`src/rtl/mem_arbiter.sv`:
```
// Shares one external memory port between instruction fetch (read-only) and the data stage (read/write).
// Data port wins ties, but fetch is forced in after D_STREAK_MAX data grants; a watchdog aborts stuck transfers.
module mem_arbiter #(
    parameter int DATA_W         = 32,
    parameter int D_STREAK_MAX   = 4,
    parameter int TIMEOUT_CYCLES = 1024
) (
    input  logic              clk,
    input  logic              rst_n,

    input  logic [DATA_W-1:0] iddr_addr,
    input  logic              iddr_read,
    output logic [DATA_W-1:0] iddr_rdata,
    output logic              iddr_resp,

    input  logic [DATA_W-1:0] dddr_addr,
    input  logic              dddr_read,
    input  logic              dddr_write,
    input  logic [DATA_W-1:0] dddr_wdata,
    output logic [DATA_W-1:0] dddr_rdata,
    output logic              dddr_resp,

    output logic [DATA_W-1:0] pmem_addr,
    output logic              pmem_read,
    output logic              pmem_write,
    output logic [DATA_W-1:0] pmem_wdata,
    input  logic [DATA_W-1:0] pmem_rdata,
    input  logic              pmem_resp,

    output logic              arb_err
);

    localparam int STREAK_W = (D_STREAK_MAX > 0) ? $clog2(D_STREAK_MAX + 1) : 1;
    localparam int WDOG_W   = (TIMEOUT_CYCLES > 1) ? $clog2(TIMEOUT_CYCLES) : 1;
    localparam logic [STREAK_W-1:0] STREAK_MAX = STREAK_W'(D_STREAK_MAX);
    localparam logic [WDOG_W-1:0]   WDOG_LAST  = WDOG_W'((TIMEOUT_CYCLES > 0) ? TIMEOUT_CYCLES - 1 : 0);
    localparam bit                  WDOG_EN    = (TIMEOUT_CYCLES != 0);

    typedef enum logic [1:0] {
        IDLE    = 2'd0,
        SERVE_I = 2'd1,
        SERVE_D = 2'd2
    } state_e;

    state_e              state_q, state_d;
    logic [STREAK_W-1:0] streak_q, streak_d;
    logic [WDOG_W-1:0]   wdog_q, wdog_d;
    logic                err_q, err_d;
    logic [DATA_W-1:0]   addr_q, addr_d;
    logic [DATA_W-1:0]   wdata_q, wdata_d;
    logic                read_q, read_d;
    logic                write_q, write_d;

    logic i_req, d_req, serving, timeout, done;

    assign i_req   = iddr_read;
    assign d_req   = dddr_read | dddr_write;
    assign serving = (state_q == SERVE_I) || (state_q == SERVE_D);
    // A real response in the expiry cycle takes precedence over the abort.
    assign timeout = WDOG_EN && serving && !pmem_resp && (wdog_q == WDOG_LAST);
    assign done    = serving && (pmem_resp || timeout);

    always_ff @(posedge clk) begin
        if (!rst_n) begin
            state_q  <= IDLE;
            streak_q <= '0;
            wdog_q   <= '0;
            err_q    <= 1'b0;
            addr_q   <= '0;
            wdata_q  <= '0;
            read_q   <= 1'b0;
            write_q  <= 1'b0;
        end else begin
            state_q  <= state_d;
            streak_q <= streak_d;
            wdog_q   <= wdog_d;
            err_q    <= err_d;
            addr_q   <= addr_d;
            wdata_q  <= wdata_d;
            read_q   <= read_d;
            write_q  <= write_d;
        end
    end

    always_comb begin
        state_d  = state_q;
        streak_d = streak_q;
        wdog_d   = '0;
        err_d    = err_q;
        addr_d   = addr_q;
        wdata_d  = wdata_q;
        read_d   = read_q;
        write_d  = write_q;
        case (state_q)
            IDLE: begin
                if (d_req && (!i_req || (streak_q < STREAK_MAX))) begin
                    state_d = SERVE_D;
                    addr_d  = dddr_addr;
                    wdata_d = dddr_wdata;
                    read_d  = dddr_read;
                    write_d = dddr_write;
                    // The grant condition keeps the streak below its ceiling here.
                    streak_d = i_req ? streak_q + 1'b1 : '0;
                end else if (i_req) begin
                    state_d  = SERVE_I;
                    addr_d   = iddr_addr;
                    read_d   = 1'b1;
                    write_d  = 1'b0;
                    streak_d = '0;
                end
            end
            SERVE_I, SERVE_D: begin
                if (done) begin
                    state_d = IDLE;
                    read_d  = 1'b0;
                    write_d = 1'b0;
                    if (timeout) begin
                        err_d = 1'b1;
                    end
                end else begin
                    wdog_d = wdog_q + 1'b1;
                end
            end
            default: state_d = IDLE;
        endcase
    end

    always_comb begin
        iddr_resp  = done && (state_q == SERVE_I);
        dddr_resp  = done && (state_q == SERVE_D);
        iddr_rdata = (timeout && (state_q == SERVE_I)) ? '0 : pmem_rdata;
        dddr_rdata = (timeout && (state_q == SERVE_D)) ? '0 : pmem_rdata;
    end

    assign pmem_addr  = addr_q;
    assign pmem_wdata = wdata_q;
    assign pmem_read  = read_q;
    assign pmem_write = write_q;
    assign arb_err    = err_q;

endmodule

```
`config.mk`:
```
export PLATFORM = sky130hd
export DESIGN_NAME = mem_arbiter
export DESIGN_NICKNAME = d
export VERILOG_FILES = /design/src/rtl/mem_arbiter.sv
export SDC_FILE = /design/constraint.sdc
export NUM_CORES = 1
export LEC_CHECK = 0
export CAP_MARGIN = 20
export CORE_MARGIN = 4
export CORE_UTILIZATION = 35
export CTS_CLUSTER_SIZE = 8
export DETAILED_ROUTE_END_ITERATION = 16
export HOLD_SLACK_MARGIN = 0.1
export PLACE_DENSITY = 0.8
export SYNTH_ARGS = -nofsm -noshare
export SYNTH_HDL_FRONTEND = slang
export SYNTH_SLANG_ARGS = --single-unit
export TNS_END_PERCENT = 30
```
`constraint.sdc`:
```
create_clock -name clk -period 2.4 [get_ports clk]
set_input_delay 0.6 -clock clk [delete_from_list [all_inputs] [get_ports clk]]
set_output_delay 0.6 -clock clk [all_outputs]
set_load 0.02 [all_outputs]
```
; ---- Word level (Yosys, flattened, before mapping)
; Cells that the tools add are included.
[word_totals]
out_inout_bits = 133
elab_cells = 60
reg_bits = 82
in_bits = 134
[op_classes]
bitwise = 3
magnitude_cmp = 1
mux = 18
addsub = 2
eq_ne = 5
reduce_logical = 23
[op_table]
columns = operator, n
row1 = two-way mux 32 bit, 4
row2 = "adder 10 x 1 -> 10 bit, second input constant", 1
row3 = "equality test 10 bit, second input constant", 1
row4 = two-way mux 3 bit, 3
row5 = logical AND 1 bit, 8
row6 = two-way mux 2 bit, 3
row7 = AND reduction 2 bit, 3
row8 = AND reduction 3 bit, 2
row9 = two-way mux 1 bit, 5
row10 = one-hot mux 1 bit (2 select lines), 2
row11 = one-hot mux 2 bit (2 select lines), 1
row12 = nonzero test 2 bit, 2
row13 = "adder 3 x 1 -> 3 bit, second input constant", 1
row14 = logical OR 1 bit, 3
row15 = "< comparator 3 bit, second input constant", 1
row16 = "inequality test 3 bit, second input constant", 1
row17 = OR reduction 3 bit, 1
row18 = "equality test 2 x 1 -> 1 bit, second input constant", 1
row19 = "equality test 2 bit, second input constant", 1
row20 = logical NOT 1 bit, 2
row21 = logical NOT 2 bit, 1
row22 = "inequality test 2 bit, second input constant", 1
row23 = NOT 1 bit, 2
row24 = OR reduction 2 bit, 1
row25 = bitwise OR 1 bit, 1

; ---- Logic depth before layout (Yosys ltp)
; Gate-level depths: netlist (run 1).
[depth]
word_depth = 8
depth_mapped = 7
depth_no_buf = 6

; ---- Least setup slack after synthesis (run 1)
; No wires, ideal clock.
[synth_path]
path_type = register -> output
start = reg state_q[0]
end = out dddr_rdata[11]
arrival_ps = 1618
path_buffers = 1
t_required_ps = 1800
slack_ps = 182
stages_incl_launch_ff = 8
path_cell_list = dfxtp_1 inv_1 ha_1 nand2b_1 nor4_4 nand2_2 buf_6 and2_2
[synth_via]
elab_chain_len = 6
elab_cells_between_ends = 7
classes_between = 2 x eq/ne / 1 x mux / 4 x reduce/logical
[synth_lines]
columns = element, line
row1 = start: declaration, 45  ; state_e state_q, state_d;
row2 = start signal: assignment, 74  ; state_q <= state_d;
row3 = equality test 2 x 1 -> 1 bit / equality test 2 bit (equally long branches), "58, 132"
row4 = logical OR 1 bit, 58  ; assign serving = (state_q == SERVE_I) || (state_q == SERVE_D);
row5 = logical AND 1 bit (2 in a row), 60  ; assign timeout = WDOG_EN && serving && !pmem_resp && (wdog_q == WDOG_LAST);
row6 = logical AND 1 bit (*), 132  ; dddr_rdata = (timeout && (state_q == SERVE_D)) ? '0 : pmem_rdata;
row7 = two-way mux 32 bit (*), 132
row8 = end: declaration, 20  ; output logic [DATA_W-1:0] dddr_rdata,
; Every way passes the cells marked *; elsewhere a longest branch is shown, timed or not.

; ---- Worst setup path in the final report (run 1)
[layout_path]
start = reg wdog_q[1]
end = out dddr_rdata[11]
[layout_via]
elab_chain_len = 4
[layout_lines]
columns = element, line
row1 = start: declaration, 47  ; logic [WDOG_W-1:0] wdog_q, wdog_d;
row2 = start signal: assignment, 76  ; wdog_q <= wdog_d;
row3 = equality test 10 bit, 60
row4 = logical AND 1 bit, 60
row5 = logical AND 1 bit, 132
row6 = two-way mux 32 bit, 132
; No other way between the ends.

==> results of run 1 <==
per-stage QoR:
step	utilization	power, mW	setup TNS, ns	std cells
after floorplan	-	2.294	0	450
after global placement	0.6164	3.027	-44.38	855
after detailed placement	0.6164	3.067	-46.20	855
after CTS	0.6568	4.406	-6.208	879
after global routing	0.6697	4.613	-13.77	883
final	0.6697	4.391	-6.476	883
Yosys cell counts (6+ instances only):
master / count
sky130_fd_sc_hd__buf_4: 7
sky130_fd_sc_hd__mux2i_1: 33
sky130_fd_sc_hd__nand2_1: 107
sky130_fd_sc_hd__o211a_1: 34
sky130_fd_sc_hd__a21boi_1: 6
sky130_fd_sc_hd__and2_2: 44
sky130_fd_sc_hd__nor2_1: 11
sky130_fd_sc_hd__and2_1: 22
sky130_fd_sc_hd__dfxtp_1: 82
sky130_fd_sc_hd__nand3_1: 7
sky130_fd_sc_hd__clkbuf_1: 14
sky130_fd_sc_hd__buf_6: 6
sky130_fd_sc_hd__a21boi_0: 27
final cells by class:
| class | count | area, um2 | area share |
|---|---|---|---|
| multi-input combinational | 334 | 2404 | 0.3143 |
| clock inverter | 3 | 43.79 | 0.005726 |
| clock buffer | 10 | 229.0 | 0.02994 |
| tap | 143 | 178.9 | 0.02340 |
| timing repair buffer | 309 | 3136 | 0.4100 |
| inverter | 2 | 7.507 | 0.0009817 |
| sequential | 82 | 1649 | 0.2156 |
logic make-up (layout without fill, tap and decap cells):
family,count (synthesis),count (layout),synth area share
AND/OR/NAND/NOR,209,209,0.2664
flip-flops,82,82,0.4027
AO/OA/AOI/OAI,79,79,0.1670
XOR/XNOR,8,8,0.01719
buffers and inverters,34,324,0.05034
adder cells (fa/ha/maj),5,5,0.01535
multiplexers,33,33,0.08103
registers in the layout, summed over array words and instances (netlist names):
| register | count |
|---|---|
| pmem_addr | 32 |
| arb_err | 1 |
| pmem_wdata | 32 |
| state_q | 2 |
| wdog_q | 10 |
| pmem_write | 1 |
| pmem_read | 1 |
| streak_q | 3 |
per-layer routing:
layer  GRT usage  vias up
met2      0.3794      161
met3     0.06997       17
met4     0.05027        0
met1      0.2123     1991
li1            -     2096
met5           0        -
timing repair:
item / in CTS / in global routing
setup endpoints to repair: 66 / 66
pin swaps: 31 / 12
hold buffers: 0 / 0
cloned: 4 / 0
gates resized for setup: 387 / 44
buffers inserted: 7 / 4
report_power, final:
part	total (mW)	switching [mW]	internal (mW)
sequential	1.59	0.0769	1.51
combinational	1.51	0.701	0.805
clock	1.30	0.508	0.788
total	4.39	1.29	3.10
tightest hold or removal path: stages, from the launching register on:
cell                       delay, ns
sky130_fd_sc_hd__dfxtp_1        0.31
sky130_fd_sc_hd__nand2_1        0.05
sky130_fd_sc_hd__a21boi_1       0.05
worst max path at each step:
stage	cells after the start	slack, ns	startpoint	end
2_1_floorplan	7	0.18	state_q[0]$_SDFFE_PN0P_	dddr_rdata[11]
6_report	8	-0.15	wdog_q[1]$_SDFF_PP0_	dddr_rdata[11]
4_1_cts	8	-0.12	wdog_q[1]$_SDFF_PP0_	dddr_rdata[29]
3_3_place_gp	7	-0.71	pmem_resp	iddr_rdata[19]
3_5_place_dp	7	-0.76	pmem_resp	iddr_rdata[16]
5_1_grt	8	-0.27	wdog_q[1]$_SDFF_PP0_	dddr_rdata[11]
==> impl_metrics.env, run 1 <==
export IMPL_outcome="finished with violations"
export IMPL_failing_checks="setup timing"
export IMPL_worst_clock_skew_ns=0.007415
export IMPL_criticalPathCategory="reg2out"
export IMPL_worst_path_max_fanout=16
export IMPL_grt_overflow_total=0
export IMPL_setup_ws_ns=-0.1511
export IMPL_core_area_um2=11420
export IMPL_wirelength_met1_um=5229
export IMPL_worst_min_delay_path_startpoint="pmem_wdata[16]$_SDFFE_PN0P_"
export IMPL_tritoncts_clock_tree="built"
export IMPL_placed_inst_area_um2=7038
export IMPL_critical_path_startpoint_type="flop"
export IMPL_io_pins=267
export IMPL_portBuffers=266
export IMPL_routed_wl_um=14180
export IMPL_commonest_non_fill_non_tap_cells_in_the_layout="sky130_fd_sc_hd__clkdlybuf4s50_1 (198), sky130_fd_sc_hd__nand2_1 (107), sky130_fd_sc_hd__dfxtp_1 (78), sky130_fd_sc_hd__and2_4 (49), sky130_fd_sc_hd__buf_6 (49)"
export IMPL_detailedRoute_firstPassIterationCount=5
export IMPL_drt_first_iter_violations=156
export IMPL_grt_setup_unrepaired="yes"
export IMPL_ratio_of_cells_with_drive_above_1_in_the_final_layout=0.2649
export IMPL_timing_reg2reg_worst_path_depth=8
export IMPL_met3_length_um=1149
export IMPL_synth_ff_latch_count=82
export IMPL_critPathRequiredTime_ns=1.80
export IMPL_tightestPinTransition_ns=0.5160
export IMPL_critical_path_n_buffers_inverters=3
export IMPL_numCtsBuffers=9
export IMPL_syn_nets=589
export IMPL_min_delay_path_class="reg2reg"
export IMPL_ant_nets=0
export IMPL_hold_slack_ns=0.4583
export IMPL_highest_signal_layer="met4"
export IMPL_setup_reg_to_reg_worst_slack_ns=0.35
export IMPL_route_vias_total=4265
export IMPL_fin_crit_ns=2.551
export IMPL_fp_dieArea_um2=13440
export IMPL_syn_mean_instance_area_um2=9.059
export IMPL_root_driver="sky130_fd_sc_hd__clkbuf_16"
export IMPL_n_diodes=0
export IMPL_initial_antenna_violation_count=0
export IMPL_peakVddDrop_mv=0.4014
export IMPL_pwr_density_cell_nw_per_um2=574.2
export IMPL_floorplan_die_width_um=115.9
export IMPL_number_of_global_route_vias_before_repair=4319
export IMPL_synth_lib_cells_used_distinct=39
export IMPL_global_route_total_usage_across_every_layer=0.2010
export IMPL_cell_chain_critical_path="ha_4 > nand3_4 > nor4_4 > buf_4 > nand2_4 > buf_16 > and2_2 > buf_2"
export IMPL_synth_seq_area_share=0.4027
export IMPL_synth_top_area_share=0.4027
export IMPL_worst_path_dominant_cell_family="simple AND/OR/NAND/NOR gates"
export IMPL_total_count_of_hold_check_failures_in_the_final_report=0
export IMPL_drv_cap=0
export IMPL_p_leak_nw=3.599
export IMPL_synth_largest_area_cell="sky130_fd_sc_hd__dfxtp_1"
export IMPL_slew_violations=0
export IMPL_layout_cells_most_common="sky130_fd_sc_hd__clkdlybuf4s50_1"
export IMPL_post_route_period_util=1.063
export IMPL_cell_with_the_largest_stage_delay_on_the_worst_path="sky130_fd_sc_hd__dfxtp_2"
export IMPL_die_y_um=115.9
export IMPL_post_route_cell_area_um2=7647
export IMPL_std_cell_rows=39
export IMPL_hold_path_end="pmem_wdata[16]$_SDFFE_PN0P_"
export IMPL_worst_reg2reg_startpoint="wdog_q[0]$_SDFF_PP0_"
export IMPL_synthArstFlopShare=0
export IMPL_synth_flop_cell="sky130_fd_sc_hd__dfxtp_1"
export IMPL_h_tree_depth=3
export IMPL_max_clock_path_buffers=2
export IMPL_max_slew_margin_rel=0.6533
export IMPL_setup_violating_endpoint_count_in_the_final_report=65
export IMPL_clkSinkCount=82
export IMPL_worst_hold_path_num_cells=2
export IMPL_critical_path_arrival_ns=1.95
export IMPL_dp_hpwl_um=10580
export IMPL_flow_area_growth_from_synthesis_pct=87.60
export IMPL_synthesis_yosys_warnings=0
export IMPL_final_nets=877
export IMPL_drcViolationCount=0
export IMPL_synthTopCellsByArea="sky130_fd_sc_hd__dfxtp_1 (40%), sky130_fd_sc_hd__nand2_1 (9.9%), sky130_fd_sc_hd__o211a_1 (8.3%), sky130_fd_sc_hd__and2_2 (8.1%), sky130_fd_sc_hd__mux2i_1 (8.1%)"
export IMPL_syn_area_um2=4076
export IMPL_syn_inst=450
export IMPL_detailedPlace_worstSlack_ns=-0.7575
export IMPL_wire_length_of_the_first_global_routing_pass_um=21430
export IMPL_grt_max_degree=51
export IMPL_initial_cell_density_of_the_core=0.3570
export IMPL_fillerInstances=877
export IMPL_globalplace_congestion=0.7519
export IMPL_cp_end_kind="output port"
export IMPL_r2r_end="wdog_q[5]$_SDFF_PP0_"
export IMPL_synth_edf_count=0
export IMPL_max_clk_rate_mhz=392.0
export IMPL_critPathMaxStageDelay_ns=0.35
export IMPL_clk_pin_slew_worst_paths_ns=0.06
export IMPL_route_detailed_vias_per_inst=4.830
export IMPL_met2_wirelength_um=7614
export IMPL_clk_latency_worst_skew_pair_ns=0.33
export IMPL_wl_per_cell_um=16.06
No activity file was read; power rests on OpenSTA's default activity.
==> inputs of run 2 (changes only) <==
--- a/config.mk
+++ b/config.mk
@@ -5,6 +5,7 @@
 export SDC_FILE = /design/constraint.sdc
 export NUM_CORES = 1
 export LEC_CHECK = 0
+export ABC_CLOCK_PERIOD_IN_PS = 2400
 export CAP_MARGIN = 20
 export CORE_MARGIN = 4
 export CORE_UTILIZATION = 35
==> results of run 2 <==
No change in the layout: final DEF, timing and power equal those of run 1.
==> inputs of run 3 (changes only) <==
--- a/config.mk
+++ b/config.mk
@@ -5,14 +5,14 @@
 export SDC_FILE = /design/constraint.sdc
 export NUM_CORES = 1
 export LEC_CHECK = 0
-export ABC_CLOCK_PERIOD_IN_PS = 2400
+export ABC_CLOCK_PERIOD_IN_PS = 2500
 export CAP_MARGIN = 20
 export CORE_MARGIN = 4
-export CORE_UTILIZATION = 35
+export CORE_UTILIZATION = 37
 export CTS_CLUSTER_SIZE = 8
 export DETAILED_ROUTE_END_ITERATION = 16
 export HOLD_SLACK_MARGIN = 0.1
-export PLACE_DENSITY = 0.8
+export PLACE_DENSITY = 0.84
 export SYNTH_ARGS = -nofsm -noshare
 export SYNTH_HDL_FRONTEND = slang
 export SYNTH_SLANG_ARGS = --single-unit
==> constraint.sdc (replaced) <==
create_clock -name clk -period 2.5 [get_ports clk]
set_input_delay 0.625 -clock clk [delete_from_list [all_inputs] [get_ports clk]]
set_output_delay 0.625 -clock clk [all_outputs]
set_load 0.02 [all_outputs]
==> impl_metrics.env, run 3 (synthesis results as in run 1) <==
export IMPL_outcome="finished with violations"
export IMPL_failing_checks="setup timing"
export IMPL_pwr_density_cell_nw_per_um2=527.1
export IMPL_max_clock_path_buffers=2
export IMPL_h_tree_depth=3
export IMPL_max_slew_margin_rel=0.6433
export IMPL_clkSinkCount=82
export IMPL_portBuffers=266
export IMPL_globalplace_congestion=0.8550
export IMPL_cell_with_the_largest_stage_delay_on_the_worst_path="sky130_fd_sc_hd__dfxtp_2"
export IMPL_finalNonFillerCells=878
export IMPL_max_clk_rate_mhz=379.4
export IMPL_drt_first_iter_violations=132
export IMPL_worst_reg2reg_startpoint="wdog_q[1]$_SDFF_PP0_"
export IMPL_route_detailed_vias_per_inst=4.841
export IMPL_setup_ws_ns=-0.1360
export IMPL_wl_per_cell_um=15.73
export IMPL_ant_nets=0
export IMPL_tritoncts_clock_tree="built"
export IMPL_tightestPinTransition_ns=0.5310
export IMPL_setup_violating_endpoint_count_in_the_final_report=64
export IMPL_worst_path_max_fanout=11
export IMPL_setup_reg_to_reg_worst_slack_ns=0.75
export IMPL_global_route_total_usage_across_every_layer=0.2018
export IMPL_dp_hpwl_um=10480
export IMPL_numCtsBuffers=9
export IMPL_slew_violations=0
export IMPL_core_area_um2=10790
export IMPL_criticalPathCategory="reg2out"
export IMPL_hold_path_end="pmem_wdata[16]$_SDFFE_PN0P_"
export IMPL_wire_length_of_the_first_global_routing_pass_um=21150
export IMPL_route_vias_total=4250
export IMPL_final_nets=872
export IMPL_cell_chain_critical_path="inv_2 > ha_4 > nand2b_4 > nor4_4 > buf_4 > nand2_8 > buf_12 > and2_2 > buf_2"
export IMPL_fin_crit_ns=2.636
export IMPL_post_route_cell_area_um2=7353
export IMPL_critical_path_startpoint_type="flop"
export IMPL_io_pins=267
export IMPL_die_y_um=113.0
export IMPL_cp_end_kind="output port"
export IMPL_critPathRequiredTime_ns=1.88
export IMPL_grt_max_degree=50
export IMPL_post_route_period_util=1.054
export IMPL_root_driver="sky130_fd_sc_hd__clkbuf_8"
export IMPL_drv_cap=0
export IMPL_clk_latency_worst_skew_pair_ns=0.35
export IMPL_critical_path_arrival_ns=2.01
export IMPL_routed_wl_um=13810
export IMPL_worst_clock_skew_ns=0.01887
export IMPL_commonest_non_fill_non_tap_cells_in_the_layout="sky130_fd_sc_hd__clkdlybuf4s50_1 (198), sky130_fd_sc_hd__nand2_1 (107), sky130_fd_sc_hd__dfxtp_1 (78), sky130_fd_sc_hd__buf_6 (35), sky130_fd_sc_hd__o211a_1 (34)"
export IMPL_r2r_end="pmem_read$_SDFFE_PN0P_"
export IMPL_ratio_of_cells_with_drive_above_1_in_the_final_layout=0.2520
export IMPL_cts_hold_repair_buffers=0
export IMPL_worst_min_delay_path_startpoint="pmem_wdata[16]$_SDFFE_PN0P_"
export IMPL_peakVddDrop_mv=0.4886
export IMPL_clk_pin_slew_worst_paths_ns=0.10
export IMPL_drcViolationCount=0
export IMPL_post_place_cells=854
export IMPL_total_count_of_hold_check_failures_in_the_final_report=0
export IMPL_floorplan_die_width_um=113.0
export IMPL_p_leak_nw=3.430
export IMPL_std_cell_rows=38
export IMPL_flow_area_growth_from_synthesis_pct=80.39
export IMPL_detailedRoute_firstPassIterationCount=6
export IMPL_min_delay_path_class="reg2reg"
export IMPL_initial_antenna_violation_count=0
export IMPL_number_of_global_route_vias_before_repair=4373
export IMPL_critPathMaxStageDelay_ns=0.35
export IMPL_grt_setup_unrepaired="yes"
export IMPL_grt_overflow_total=0
export IMPL_initial_cell_density_of_the_core=0.3777
export IMPL_layout_cells_most_common="sky130_fd_sc_hd__clkdlybuf4s50_1"
export IMPL_n_diodes=0
export IMPL_timing_reg2reg_worst_path_depth=6
export IMPL_placed_inst_area_um2=7037
export IMPL_fp_dieArea_um2=12760
export IMPL_fillerInstances=861
export IMPL_worst_hold_path_num_cells=2
## run 3: cell count changes in the layout (fill, tap and decap cells not counted), sizes merged
cell / previous run / this run
buf: 108 / 102
inv: 2 / 6
clkbuf: 10 / 12
clkdlybuf4s15: 2 / 0
clkinvlp: 0 / 2
bufinv: 1 / 0
clkinv: 2 / 1
## run 3: cell type report
type	count	area (um2)	share of cell area
Timing Repair Buffer	304	2960	0.4026
Clock buffer	9	123.9	0.01685
Clock inverter	7	71.32	0.009699
Sequential cell	82	1647	0.2239
Inverter	2	7.507	0.001021
Tap cell	140	175.2	0.02382
Multi-Input combinational cell	334	2369	0.3221
## run 3: worst max-delay path, delay by kind of cell (launching register included)
kind | cells | cell delay [ns]
fa+ha+maj | 1 | 0.27
buf+inv | 4 | 0.57
flops | 1 | 0.35
simple gates | 4 | 0.49
## run 3: how the worst max path moves through the flow
stage	start	end	slack (ns)	depth (start not counted)
detailed placement	pmem_resp	dddr_rdata[26]	-0.76	7
finish	state_q[1]$_SDFFE_PN0P_	iddr_rdata[27]	-0.14	9
global route	state_q[1]$_SDFFE_PN0P_	iddr_rdata[27]	-0.26	9
floorplan	state_q[0]$_SDFFE_PN0P_	dddr_rdata[11]	0.26	7
CTS	wdog_q[0]$_SDFF_PP0_	iddr_rdata[28]	-0.08	8
global placement	pmem_resp	iddr_rdata[16]	-0.68	7
## run 3: through the flow
step	utilization	hold slack, ns	setup slack [ns]	setup TNS [ns]	power (mW)
after CTS	0.6662	0.4629	-0.08409	-3.361	3.882
final	0.6813	0.4596	-0.1360	-5.564	3.876
after global routing	0.6813	0.4922	-0.2581	-13.21	4.078
after detailed placement	0.6520	0.4470	-0.7617	-46.35	2.942
after global placement	0.6520	0.4441	-0.6829	-42.39	2.906
after floorplan	-	0.4261	0.2567	0	2.202
## run 3: per-layer routing
| layer | global-route usage | routed length [um] |
|---|---|---|
| met1 | 0.2203 | 5143 |
| met2 | 0.3598 | 7203 |
| met3 | 0.06845 | 1101 |
| met4 | 0.07772 | 360 |
| met5 | 0 | 0 |
## run 3: timing repair
item / in CTS / in global routing
gates resized for setup: 323 / 57
setup endpoints to repair: 66 / 66
cloned: 2 / 1
setup buffers: 5 / 0
pin swaps: 9 / 12
## run 3: where the power goes
part           internal (mW)  switching, mW
clock                  0.390          0.548
combinational          0.739          0.672
sequential              1.45         0.0775
total                   2.58           1.30
